**src/rtl/id_ex_skid_reg_pkg.sv**
```systemverilog
// Shared types and defaults for the ID->EX skid pipeline register.
package id_ex_skid_reg_pkg;

   // Occupancy of the stage: nothing held, main slot held, main and skid held.
   typedef enum logic [1:0] {
      ST_EMPTY = 2'd0,
      ST_FULL  = 2'd1,
      ST_SKID  = 2'd2
   } state_e;

   // Bubble defaults loaded on reset, flush and drain.
   localparam logic [31:0] DEF_RESET_PC8 = 32'h0000_3000;
   localparam logic [31:0] DEF_NOP_INS   = 32'h0000_0000;

   // Payload is packed as {ins, pc8, ext, rd2, rd1}, rd1 in the low bits.
   localparam int PAYLOAD_FIELDS = 5;

endpackage : id_ex_skid_reg_pkg

```
**src/rtl/id_ex_skid_reg_if.sv**
```systemverilog
// Handshake and payload bundle between ID, the ID->EX register and EX.
interface id_ex_skid_reg_if #(
   parameter int DATA_W = 32,
   parameter int CNT_W  = 16
);
   logic              flush;
   logic              in_valid;
   logic              in_ready;
   logic [DATA_W-1:0] in_rd1;
   logic [DATA_W-1:0] in_rd2;
   logic [DATA_W-1:0] in_ext;
   logic [DATA_W-1:0] in_pc8;
   logic [DATA_W-1:0] in_ins;
   logic              out_valid;
   logic              out_ready;
   logic [DATA_W-1:0] out_rd1;
   logic [DATA_W-1:0] out_rd2;
   logic [DATA_W-1:0] out_ext;
   logic [DATA_W-1:0] out_pc8;
   logic [DATA_W-1:0] out_ins;
   logic [CNT_W-1:0]  stall_cnt;

   // The pipeline register itself.
   modport slave (
      input  flush, in_valid, in_rd1, in_rd2, in_ext, in_pc8, in_ins, out_ready,
      output in_ready, out_valid, out_rd1, out_rd2, out_ext, out_pc8, out_ins, stall_cnt
   );

   // The surrounding pipeline (ID producer plus EX consumer).
   modport master (
      output flush, in_valid, in_rd1, in_rd2, in_ext, in_pc8, in_ins, out_ready,
      input  in_ready, out_valid, out_rd1, out_rd2, out_ext, out_pc8, out_ins, stall_cnt
   );
endinterface : id_ex_skid_reg_if

```
**src/rtl/id_ex_skid_reg_payload_slot.sv**
```systemverilog
// One payload slot (rd1, rd2, ext, pc8, ins) with load and clear-to-bubble.
module id_ex_skid_reg_payload_slot
   import id_ex_skid_reg_pkg::*;
#(
   parameter int                DATA_W    = 32,
   parameter logic [DATA_W-1:0] RESET_PC8 = DATA_W'(DEF_RESET_PC8),
   parameter logic [DATA_W-1:0] NOP_INS   = DATA_W'(DEF_NOP_INS)
) (
   input  logic                             clk,
   input  logic                             rst,
   input  logic                             load,
   input  logic                             clear,
   input  logic [PAYLOAD_FIELDS*DATA_W-1:0] d,
   output logic [PAYLOAD_FIELDS*DATA_W-1:0] q
);
   localparam int PW = PAYLOAD_FIELDS * DATA_W;
   localparam logic [PW-1:0] BUBBLE = {NOP_INS, RESET_PC8, {(3*DATA_W){1'b0}}};

   logic [PW-1:0] slot_r;

   // Slot storage: bubble on reset/clear, new payload on load, otherwise hold.
   always_ff @(posedge clk) begin
      if (rst || clear) begin
         slot_r <= BUBBLE;
      end else if (load) begin
         slot_r <= d;
      end else begin
         slot_r <= slot_r;
      end
   end

   assign q = slot_r;

endmodule : id_ex_skid_reg_payload_slot

```
**src/rtl/id_ex_skid_reg.sv**
```systemverilog
// ID->EX pipeline register with a two-entry skid buffer, flush and stall counter.
// in_ready and out_valid come straight from flops so EX back-pressure never
// reaches ID combinationally.
module id_ex_skid_reg
   import id_ex_skid_reg_pkg::*;
#(
   parameter int                DATA_W    = 32,
   parameter logic [DATA_W-1:0] RESET_PC8 = DATA_W'(DEF_RESET_PC8),
   parameter logic [DATA_W-1:0] NOP_INS   = DATA_W'(DEF_NOP_INS),
   parameter int                CNT_W     = 16
) (
   input  logic                clk,
   input  logic                rst,
   id_ex_skid_reg_if.slave     bus
);
   localparam int PW = PAYLOAD_FIELDS * DATA_W;
   localparam logic [CNT_W-1:0] CNT_MAX = {CNT_W{1'b1}};

   state_e           state_r;
   state_e           state_nxt_s;
   logic             out_valid_r;
   logic             in_ready_r;
   logic [CNT_W-1:0] stall_cnt_r;

   logic             in_fire_s;
   logic             out_fire_s;
   logic             main_load_s;
   logic             main_clear_s;
   logic             main_from_skid_s;
   logic             skid_load_s;
   logic             skid_clear_s;
   logic [PW-1:0]    in_payload_s;
   logic [PW-1:0]    main_d_s;
   logic [PW-1:0]    main_q_s;
   logic [PW-1:0]    skid_q_s;

   assign in_payload_s = {bus.in_ins, bus.in_pc8, bus.in_ext, bus.in_rd2, bus.in_rd1};
   assign in_fire_s    = bus.in_valid & in_ready_r;
   assign out_fire_s   = out_valid_r & bus.out_ready;

   // Next state and slot controls; flush overrides every handshake.
   always_comb begin
      state_nxt_s      = state_r;
      main_load_s      = 1'b0;
      main_clear_s     = 1'b0;
      main_from_skid_s = 1'b0;
      skid_load_s      = 1'b0;
      skid_clear_s     = 1'b0;
      if (bus.flush) begin
         state_nxt_s  = ST_EMPTY;
         main_clear_s = 1'b1;
         skid_clear_s = 1'b1;
      end else begin
         case (state_r)
            ST_EMPTY: begin
               if (in_fire_s) begin
                  state_nxt_s = ST_FULL;
                  main_load_s = 1'b1;
               end else begin
                  state_nxt_s = ST_EMPTY;
               end
            end
            ST_FULL: begin
               if (in_fire_s && bus.out_ready) begin
                  state_nxt_s = ST_FULL;
                  main_load_s = 1'b1;
               end else if (in_fire_s) begin
                  state_nxt_s = ST_SKID;
                  skid_load_s = 1'b1;
               end else if (out_fire_s) begin
                  state_nxt_s  = ST_EMPTY;
                  main_clear_s = 1'b1;
               end else begin
                  state_nxt_s = ST_FULL;
               end
            end
            ST_SKID: begin
               if (out_fire_s) begin
                  state_nxt_s      = ST_FULL;
                  main_load_s      = 1'b1;
                  main_from_skid_s = 1'b1;
                  skid_clear_s     = 1'b1;
               end else begin
                  state_nxt_s = ST_SKID;
               end
            end
            default: begin
               state_nxt_s  = ST_EMPTY;
               main_clear_s = 1'b1;
               skid_clear_s = 1'b1;
            end
         endcase
      end
   end

   // Main slot source: the skid entry when draining it, otherwise ID.
   always_comb begin
      main_d_s = in_payload_s;
      if (main_from_skid_s) begin
         main_d_s = skid_q_s;
      end else begin
         main_d_s = in_payload_s;
      end
   end

   // State register plus handshake flags decoded from the next state.
   always_ff @(posedge clk) begin
      if (rst) begin
         state_r     <= ST_EMPTY;
         out_valid_r <= 1'b0;
         in_ready_r  <= 1'b1;
      end else begin
         state_r     <= state_nxt_s;
         out_valid_r <= (state_nxt_s != ST_EMPTY);
         in_ready_r  <= (state_nxt_s != ST_SKID);
      end
   end

   // Saturating count of cycles EX stalls a valid payload; flush cycles do not count.
   always_ff @(posedge clk) begin
      if (rst) begin
         stall_cnt_r <= {CNT_W{1'b0}};
      end else if (out_valid_r && !bus.out_ready && !bus.flush && (stall_cnt_r != CNT_MAX)) begin
         stall_cnt_r <= stall_cnt_r + {{(CNT_W-1){1'b0}}, 1'b1};
      end else begin
         stall_cnt_r <= stall_cnt_r;
      end
   end

   id_ex_skid_reg_payload_slot #(
      .DATA_W    (DATA_W),
      .RESET_PC8 (RESET_PC8),
      .NOP_INS   (NOP_INS)
   ) u_main (
      .clk   (clk),
      .rst   (rst),
      .load  (main_load_s),
      .clear (main_clear_s),
      .d     (main_d_s),
      .q     (main_q_s)
   );

   id_ex_skid_reg_payload_slot #(
      .DATA_W    (DATA_W),
      .RESET_PC8 (RESET_PC8),
      .NOP_INS   (NOP_INS)
   ) u_skid (
      .clk   (clk),
      .rst   (rst),
      .load  (skid_load_s),
      .clear (skid_clear_s),
      .d     (in_payload_s),
      .q     (skid_q_s)
   );

   assign bus.in_ready  = in_ready_r;
   assign bus.out_valid = out_valid_r;
   assign bus.stall_cnt = stall_cnt_r;
   assign bus.out_rd1   = main_q_s[0*DATA_W +: DATA_W];
   assign bus.out_rd2   = main_q_s[1*DATA_W +: DATA_W];
   assign bus.out_ext   = main_q_s[2*DATA_W +: DATA_W];
   assign bus.out_pc8   = main_q_s[3*DATA_W +: DATA_W];
   assign bus.out_ins   = main_q_s[4*DATA_W +: DATA_W];

endmodule : id_ex_skid_reg
```
**src/flat_wrapper.sv**
```systemverilog
// flat-port wrapper written by rule: the top's interface ports become plain ports
module id_ex_skid_reg_flat import id_ex_skid_reg_pkg::*;
#(
   parameter int                DATA_W    = 32,
   parameter logic [DATA_W-1:0] RESET_PC8 = DATA_W'(DEF_RESET_PC8),
   parameter logic [DATA_W-1:0] NOP_INS   = DATA_W'(DEF_NOP_INS),
   parameter int                CNT_W     = 16
)
  (clk, rst, bus_flush, bus_in_valid, bus_in_rd1, bus_in_rd2, bus_in_ext, bus_in_pc8, bus_in_ins, bus_out_ready, bus_in_ready, bus_out_valid, bus_out_rd1, bus_out_rd2, bus_out_ext, bus_out_pc8, bus_out_ins, bus_stall_cnt);
  id_ex_skid_reg_if #(.DATA_W(DATA_W), .CNT_W(CNT_W)) bus_i ();
  input  logic clk;
  input  logic rst;
  input wire logic [$bits(bus_i.flush)-1:0] bus_flush;
  input wire logic [$bits(bus_i.in_valid)-1:0] bus_in_valid;
  input wire logic [$bits(bus_i.in_rd1)-1:0] bus_in_rd1;
  input wire logic [$bits(bus_i.in_rd2)-1:0] bus_in_rd2;
  input wire logic [$bits(bus_i.in_ext)-1:0] bus_in_ext;
  input wire logic [$bits(bus_i.in_pc8)-1:0] bus_in_pc8;
  input wire logic [$bits(bus_i.in_ins)-1:0] bus_in_ins;
  input wire logic [$bits(bus_i.out_ready)-1:0] bus_out_ready;
  output wire logic [$bits(bus_i.in_ready)-1:0] bus_in_ready;
  output wire logic [$bits(bus_i.out_valid)-1:0] bus_out_valid;
  output wire logic [$bits(bus_i.out_rd1)-1:0] bus_out_rd1;
  output wire logic [$bits(bus_i.out_rd2)-1:0] bus_out_rd2;
  output wire logic [$bits(bus_i.out_ext)-1:0] bus_out_ext;
  output wire logic [$bits(bus_i.out_pc8)-1:0] bus_out_pc8;
  output wire logic [$bits(bus_i.out_ins)-1:0] bus_out_ins;
  output wire logic [$bits(bus_i.stall_cnt)-1:0] bus_stall_cnt;
  assign bus_i.flush = bus_flush;
  assign bus_i.in_valid = bus_in_valid;
  assign bus_i.in_rd1 = bus_in_rd1;
  assign bus_i.in_rd2 = bus_in_rd2;
  assign bus_i.in_ext = bus_in_ext;
  assign bus_i.in_pc8 = bus_in_pc8;
  assign bus_i.in_ins = bus_in_ins;
  assign bus_i.out_ready = bus_out_ready;
  assign bus_in_ready = bus_i.in_ready;
  assign bus_out_valid = bus_i.out_valid;
  assign bus_out_rd1 = bus_i.out_rd1;
  assign bus_out_rd2 = bus_i.out_rd2;
  assign bus_out_ext = bus_i.out_ext;
  assign bus_out_pc8 = bus_i.out_pc8;
  assign bus_out_ins = bus_i.out_ins;
  assign bus_stall_cnt = bus_i.stall_cnt;
  id_ex_skid_reg #(.DATA_W(DATA_W), .RESET_PC8(RESET_PC8), .NOP_INS(NOP_INS), .CNT_W(CNT_W)) u_core (.clk(clk), .rst(rst), .bus(bus_i));
endmodule
```
**config.mk**
```make
export PLATFORM = sky130hd
export DESIGN_NAME = id_ex_skid_reg_flat
export DESIGN_NICKNAME = d
export VERILOG_FILES = /design/src/rtl/id_ex_skid_reg_pkg.sv /design/src/rtl/id_ex_skid_reg_if.sv /design/src/rtl/id_ex_skid_reg_payload_slot.sv /design/src/rtl/id_ex_skid_reg.sv /design/src/flat_wrapper.sv
export SDC_FILE = /design/constraint.sdc
export NUM_CORES = 1
export LEC_CHECK = 0
export BUFFER_PORTS_ARGS = -buffer_cell sky130_fd_sc_hd__buf_2
export CORE_UTILIZATION = 45
export DETAILED_ROUTE_END_ITERATION = 12
export PLACE_DENSITY = 0.7
export SYNTH_ARGS = -nofsm -noshare
export SYNTH_HDL_FRONTEND = slang
export SYNTH_SLANG_ARGS = --single-unit
export TNS_END_PERCENT = 20
```
**constraint.sdc**
```tcl
create_clock -name clk -period 2.29 [get_ports clk]
set_input_delay 0.1145 -clock clk [delete_from_list [all_inputs] [get_ports clk]]
set_output_delay 0.1145 -clock clk [all_outputs]
set_load 0.01 [all_outputs]
```
==> results of run 1 <==
metal layers:
layer / up-vias / global-route usage
li1: 6173 / -
met1: 5928 / 0.289
met2: 469 / 0.429
met3: 112 / 0.0477
met4: 0 / 0.109
met5: - / 0
timing repair:
action | 4_1_cts | 5_1_grt
gates resized for setup | 0 | 0
endpoints found under the hold margin | 320 | 0
hold buffers | 160 | 0
worst reg2reg max path: stages (launching register included):
cell and delay, ns:
sky130_fd_sc_hd__dfxtp_1 0.48, sky130_fd_sc_hd__nand2b_1 0.26, sky130_fd_sc_hd__nor3_4 0.32, sky130_fd_sc_hd__buf_12 0.36, sky130_fd_sc_hd__nand2_1 0.36, sky130_fd_sc_hd__a21oi_1 0.17
power breakdown:
part           total [W]  switching (W)  internal (W)
sequential       0.00608      0.0000587       0.00602
combinational    0.00107       0.000558      0.000512
clock            0.00590        0.00235       0.00355
total             0.0131        0.00297        0.0101
area by class of cell:
type                    instances  share of cell area
well taps                     384              0.0265
multi-input cells            1061               0.325
clock inverters                13             0.00972
flip-flops and latches        340               0.375
clock buffers                  45              0.0554
repair buffers                535               0.208
inverters                       1            0.000207
through the flow:
step	util	hold slack, ns	setup WS (ns)	instance area, um^2
global placement	0.531	0.350	0.378	15400
global route	0.627	0.0273	0.135	18100
floorplan	-	0.244	0.528	13300
detailed placement	0.531	0.356	0.291	15400
CTS	0.627	0.0217	0.275	18100
finish	0.627	0.0263	0.261	18100
flip-flops by register name, summed over array words and instances (netlist names):
| name | flops |
|---|---|
| u_core.bus.in_ready | 1 |
| u_core.state_r | 2 |
| u_core.bus.stall_cnt | 16 |
| u_core.u_skid.q | 160 |
| u_core.u_main.q | 160 |
| u_core.bus.out_valid | 1 |
cells in the mapped netlist, types with 2 or more instances:
library cell               number
sky130_fd_sc_hd__mux2i_1      161
sky130_fd_sc_hd__nand2_1      330
sky130_fd_sc_hd__buf_2         85
sky130_fd_sc_hd__buf_4          4
sky130_fd_sc_hd__nor3_1         6
sky130_fd_sc_hd__o31ai_1        5
sky130_fd_sc_hd__a21boi_0       2
sky130_fd_sc_hd__or3_1          5
sky130_fd_sc_hd__or4_1          3
sky130_fd_sc_hd__nand2b_1       3
sky130_fd_sc_hd__buf_6         11
sky130_fd_sc_hd__nor2_1        10
sky130_fd_sc_hd__a31oi_1        2
sky130_fd_sc_hd__o21ai_0      167
sky130_fd_sc_hd__clkbuf_1      23
sky130_fd_sc_hd__nand3_1        3
sky130_fd_sc_hd__dfxtp_1      340
sky130_fd_sc_hd__nand4_1        5
sky130_fd_sc_hd__and3_1         5
sky130_fd_sc_hd__and4_1         3
sky130_fd_sc_hd__a21oi_1      330
cells in the final DEF (no fill, tap or decap), drive strengths merged, types with 7 or more instances in the layout:
master	count
buf	375
dfxtp	340
a21oi	330
nand2	330
o21ai	167
mux2i	161
dlygate4sd3	160
clkbuf	45
nor2	11
nor3	7
clkinv	7
path summary, 6_finish.rpt:
kind | endpoint | startpoint | slack [ns] | cells after the start
setup / recovery | u_core.u_skid.q[72] | u_core.state_r[0] | 0.26 | 5
hold / removal | u_core.state_r[0] | bus_flush | 0.03 | 2
setup reg to reg | u_core.u_skid.q[72] | u_core.state_r[0] | 0.26 | 5
hold reg to reg | u_core.u_skid.q[105] | u_core.u_skid.q[105] | 0.45 | 2
logic make-up (layout without fill, tap and decap cells):
| kind of cell | count (synthesis) | count (layout) | share of synthesized area |
|---|---|---|---|
| AOI/OAI and AO/OA | 515 | 515 | 0.199 |
| xor gates and xnor gates | 1 | 1 | 0.000656 |
| adders and majority gates | 1 | 1 | 0.000937 |
| buffers and inverters | 126 | 594 | 0.0508 |
| DFF | 340 | 340 | 0.510 |
| muxes | 161 | 161 | 0.121 |
| and+or+nand+nor | 383 | 383 | 0.118 |
==> results_dict.tcl, run 1 <==
set metrics [dict create \
    run_status "finished, final reports clean" \
    crit_path_cell_trace "nand2b_1 > nor3_4 > buf_12 > nand2_1 > a21oi_1" \
    ys_ff_latch 340 \
    drtPass1Iterations 6 \
    power_density_nw_per_um2 720 \
    wl_per_cell_um 16.0 \
    drt.antenna.violating_nets 0 \
    synth_top_area_frac 0.510 \
    finalNetCount 2141 \
    overall_power_after_layout_w 0.0131 \
    antennaDiodeCount 0 \
    min-delay-path-class "input pin to flop" \
    cts.htree.levels 2 \
    area.sequential_um2 6810 \
    die_w_um 174 \
    grt_setup_unrepaired "false" \
    dp_hpwl_um 22600 \
    transition_time_at_the_pin_with_the_least_slew_margin_ns 0.643 \
    cts_setup_buffers 0 \
    die_height_um 174 \
    max-cap-violations 0 \
    tritoncts "done" \
    share_of_layout_cells_above_drive_strength_1 0.222 \
    worst_skew_pair.late_latency_ns 0.51 \
    route.detailed.drc 0 \
    first_iter_violations 797 \
    yosys_cell_types 45 \
    path_buf_inv 1 \
    total_leakage_power_nw 6.99 \
    cp_slowest_cell "sky130_fd_sc_hd__dfxtp_1" \
    final_worst_path_period_need_ns 2.03 \
    ctsRootBufferMaster "sky130_fd_sc_hd__clkbuf_16" \
    gr-total-overflow 0 \
    synth_fp_nets 1693 \
    grt_antenna_before_repair 0 \
    setup_tns_ns 0 \
    buffer_ports.inserted 342 \
    critical_path.startpoint_type "flop" \
    total_die_area_um2 30400 \
    clkSlewWorstSetupHoldPaths_ns 0.06 \
    cp-end-kind "flop" \
    fin_crit_sh 0.886 \
    grt_pass1_wl_um 61900 \
    effective_utilization_at_floorplan 0.461 \
    fp-row-count 62 \
    timing.final.hold_violations 0 \
    avgViaCountPerCell 5.33 \
    top_signal_layer_used "met4" \
    gp_routability_congestion 0.821 \
    timing.clock.skew_ns 0.00823 \
    critical-path-max-stage-delay_ns 0.48 \
    critPathKind "flop to flop" \
    cts_num_sinks 340 \
    instances_no_fill 2379 \
    multiInputGateArea_um2 5900 \
    number_of_cts_inserted_buffers 36 \
    yosys_most_used_dff "sky130_fd_sc_hd__dfxtp_1" \
    global_router_s_overall_resource_usage 0.245 \
    netlist_area_um2 13300 \
    crit_path_max_fanout 106 \
    io-pin-count 343 \
    met3RoutedLength_um 2510 \
    peakVddDrop_v 0.000724 \
    maxClockFrequency_mhz 493 \
    wirelength_met1_um 15700 \
    synth_enable_flop_cells 0 \
    post_synth_arst_share 0 \
    critical_path_required_ns 2.72 \
    synth_sequential_area_ratio 0.510 \
    syn_area_per_cell_um2 8.74 \
    met2WireLength_um 18500 \
    syn_to_final_growth_pct 35.9 \
    count_of_warnings_emitted_by_yosys 0 \
    final-setup-viol-count 0 \
    syn_inst 1527 \
    worstPathArrival_ns 2.46 \
    maximum_number_of_pins_on_one_net_before_global_route_repair 107 \
    max-slew-margin-rel 0.571 \
    n_fill_cell 2331 \
    max-clock-path-buffers 3 \
    post-synth-top-area-cell "sky130_fd_sc_hd__dfxtp_1" \
    synth_area_leaders "sky130_fd_sc_hd__dfxtp_1, sky130_fd_sc_hd__a21oi_1, sky130_fd_sc_hd__mux2i_1" \
    floorplan.core_area_um2 28900 \
    dr_total_vias 12682 \
    numPlacedInstances 2161 \
    postRouteWirelength_um 38100 \
    vias_in_the_first_global_route 12602 \
    timing.final.max_slew_violations 0 \
    critical-path-top-delay-family "simple AND/OR/NAND/NOR gates" \
]
No activity file was read; power rests on OpenSTA's default activity.
==> run 2, diff against run 1 <==
--- a/config.mk
+++ b/config.mk
@@ -9,6 +9,8 @@
 export CORE_UTILIZATION = 45
 export DETAILED_ROUTE_END_ITERATION = 12
 export PLACE_DENSITY = 0.7
+export SKIP_CTS_REPAIR_TIMING = 1
+export SLEW_MARGIN = 25
 export SYNTH_ARGS = -nofsm -noshare
 export SYNTH_HDL_FRONTEND = slang
 export SYNTH_SLANG_ARGS = --single-unit
==> constraint.sdc (replaced) <==
create_clock -name clk -period 2.29 [get_ports clk]
set_input_delay 0 -clock clk [delete_from_list [all_inputs] [get_ports clk]]
set_output_delay 0 -clock clk [all_outputs]
set_load 0.01 [all_outputs]
==> results_dict.tcl, run 2 (synthesis gave the netlist of run 1 again) <==
set metrics [dict create \
    wl_per_cell_um 16.3 \
    max-slew-margin-rel 0.629 \
    crit_path_max_fanout 30 \
    die_w_um 174 \
    timing.clock.skew_ns 0.00739 \
    total_leakage_power_nw 7.10 \
    buffer_ports.inserted 342 \
    gr-total-overflow 0 \
    global_router_s_overall_resource_usage 0.230 \
    effective_utilization_at_floorplan 0.461 \
    peakVddDrop_v 0.000523 \
    clkSlewWorstSetupHoldPaths_ns 0.06 \
    worstPathArrival_ns 2.33 \
    overall_power_after_layout_w 0.0130 \
    timing.final.max_slew_violations 0 \
    postRouteWirelength_um 39000 \
    drtPass1Iterations 5 \
    tritoncts "done" \
    cp-end-kind "flop" \
    final_worst_path_period_need_ns 1.96 \
    worst_skew_pair.late_latency_ns 0.51 \
    floorplan.core_area_um2 28900 \
    total_die_area_um2 30400 \
    share_of_layout_cells_above_drive_strength_1 0.224 \
    layout.cells.most_common_list "sky130_fd_sc_hd__buf_2, sky130_fd_sc_hd__dfxtp_1, sky130_fd_sc_hd__a21oi_1, sky130_fd_sc_hd__nand2_1, sky130_fd_sc_hd__o21ai_0" \
    antennaDiodeCount 0 \
    maxClockFrequency_mhz 509 \
    first_iter_violations 848 \
    critical_path.startpoint_type "flop" \
    grt_pass1_wl_um 57500 \
    dr_total_vias 12731 \
    finalNetCount 2153 \
    avgViaCountPerCell 5.31 \
    ctsRootBufferMaster "sky130_fd_sc_hd__clkbuf_16" \
    cts.htree.levels 2 \
    dp_hpwl_um 23200 \
    setup_tns_ns 0 \
    power_density_nw_per_um2 707 \
    route.detailed.drc 0 \
    timing.final.hold_violations 0 \
    n_fill_cell 2321 \
    vias_in_the_first_global_route 11363 \
    run_status "finished, final reports clean" \
    syn_to_final_growth_pct 37.6 \
    die_height_um 174 \
    io-pin-count 343 \
    number_of_cts_inserted_buffers 37 \
    final-setup-viol-count 0 \
    grt_antenna_before_repair 0 \
    min-delay-path-class "input pin to flop" \
    critical_path_required_ns 2.66 \
    max-cap-violations 0 \
    transition_time_at_the_pin_with_the_least_slew_margin_ns 0.557 \
    multiInputGateArea_um2 5900 \
    grt_setup_unrepaired "false" \
    drt.antenna.violating_nets 0 \
    final_common_cell "sky130_fd_sc_hd__buf_2" \
    critPathKind "flop to flop" \
    gp_routability_congestion 0.826 \
    fp-row-count 62 \
    maximum_number_of_pins_on_one_net_before_global_route_repair 127 \
    max-clock-path-buffers 3 \
    fin_crit_sh 0.858 \
    area.sequential_um2 6810 \
    cts_num_sinks 340 \
]
==> run 2: cell count changes in the layout (fill, tap and decap cells not counted), sizes merged <==
cell,delta
dlygate4sd3,+3
clkbuf,+15
buf,+8
bufinv,-4
inv,-1
clkinv,-3
==> run 2: per-layer routing <==
metal | up-vias | wire length, um | GRT usage | part of all wire
met5 | - | 0 | 0 | 0
met4 | 0 | 1250 | 0.0925 | 0.032
met3 | 94 | 2470 | 0.0527 | 0.063
met2 | 448 | 18900 | 0.388 | 0.49
met1 | 5969 | 16300 | 0.282 | 0.42
li1 | 6220 | - | - | -
==> run 2: area by class of cell <==
class | instances | share of cell area
tap | 384 | 0.0262
clock buffer | 60 | 0.0634
clock inverter | 5 | 0.00157
inverter | 1 | 0.000204
sequential | 340 | 0.371
multi-input combinational | 1061 | 0.321
timing repair buffer | 546 | 0.217
==> run 2: final timing paths <==
path / startpoint / to / slack, ns / depth (start not counted)
hold reg to reg: u_core.u_skid.q[140] / u_core.u_skid.q[140] / 0.45 / 2
setup / recovery: u_core.state_r[0] / u_core.u_main.q[104] / 0.33 / 6
setup reg to reg: u_core.state_r[0] / u_core.u_main.q[104] / 0.33 / 6
hold / removal: bus_in_valid / u_core.bus.in_ready / 0.06 / 4
==> run 2: per-stage QoR <==
stage	instance area [um^2]	util	instances	setup slack, ns	hold slack [ns]
floorplan	13300	-	1527	0.528	0.129
global placement	15500	0.537	2169	0.394	0.234
detailed placement	15500	0.537	2169	0.304	0.246
CTS	16700	0.578	2234	0.314	-0.294
global route	18400	0.635	2397	0.201	0.0845
finish	18400	0.635	2397	0.326	0.0597
==> run 2: worst max-delay path, stage by stage, from the launching register on <==
cell,delay (ns)
sky130_fd_sc_hd__dfxtp_1,0.38
sky130_fd_sc_hd__nand4b_1,0.36
sky130_fd_sc_hd__nor2_4,0.23
sky130_fd_sc_hd__buf_12,0.24
sky130_fd_sc_hd__buf_12,0.27
sky130_fd_sc_hd__mux2i_1,0.24
sky130_fd_sc_hd__a21oi_1,0.09
==> run 2: power by group <==
group          switching (W)  internal [W]  total [W]
clock network        0.00234       0.00347    0.00581
registers          0.0000577       0.00603    0.00608
logic               0.000572      0.000522    0.00109
total                0.00297        0.0100     0.0130
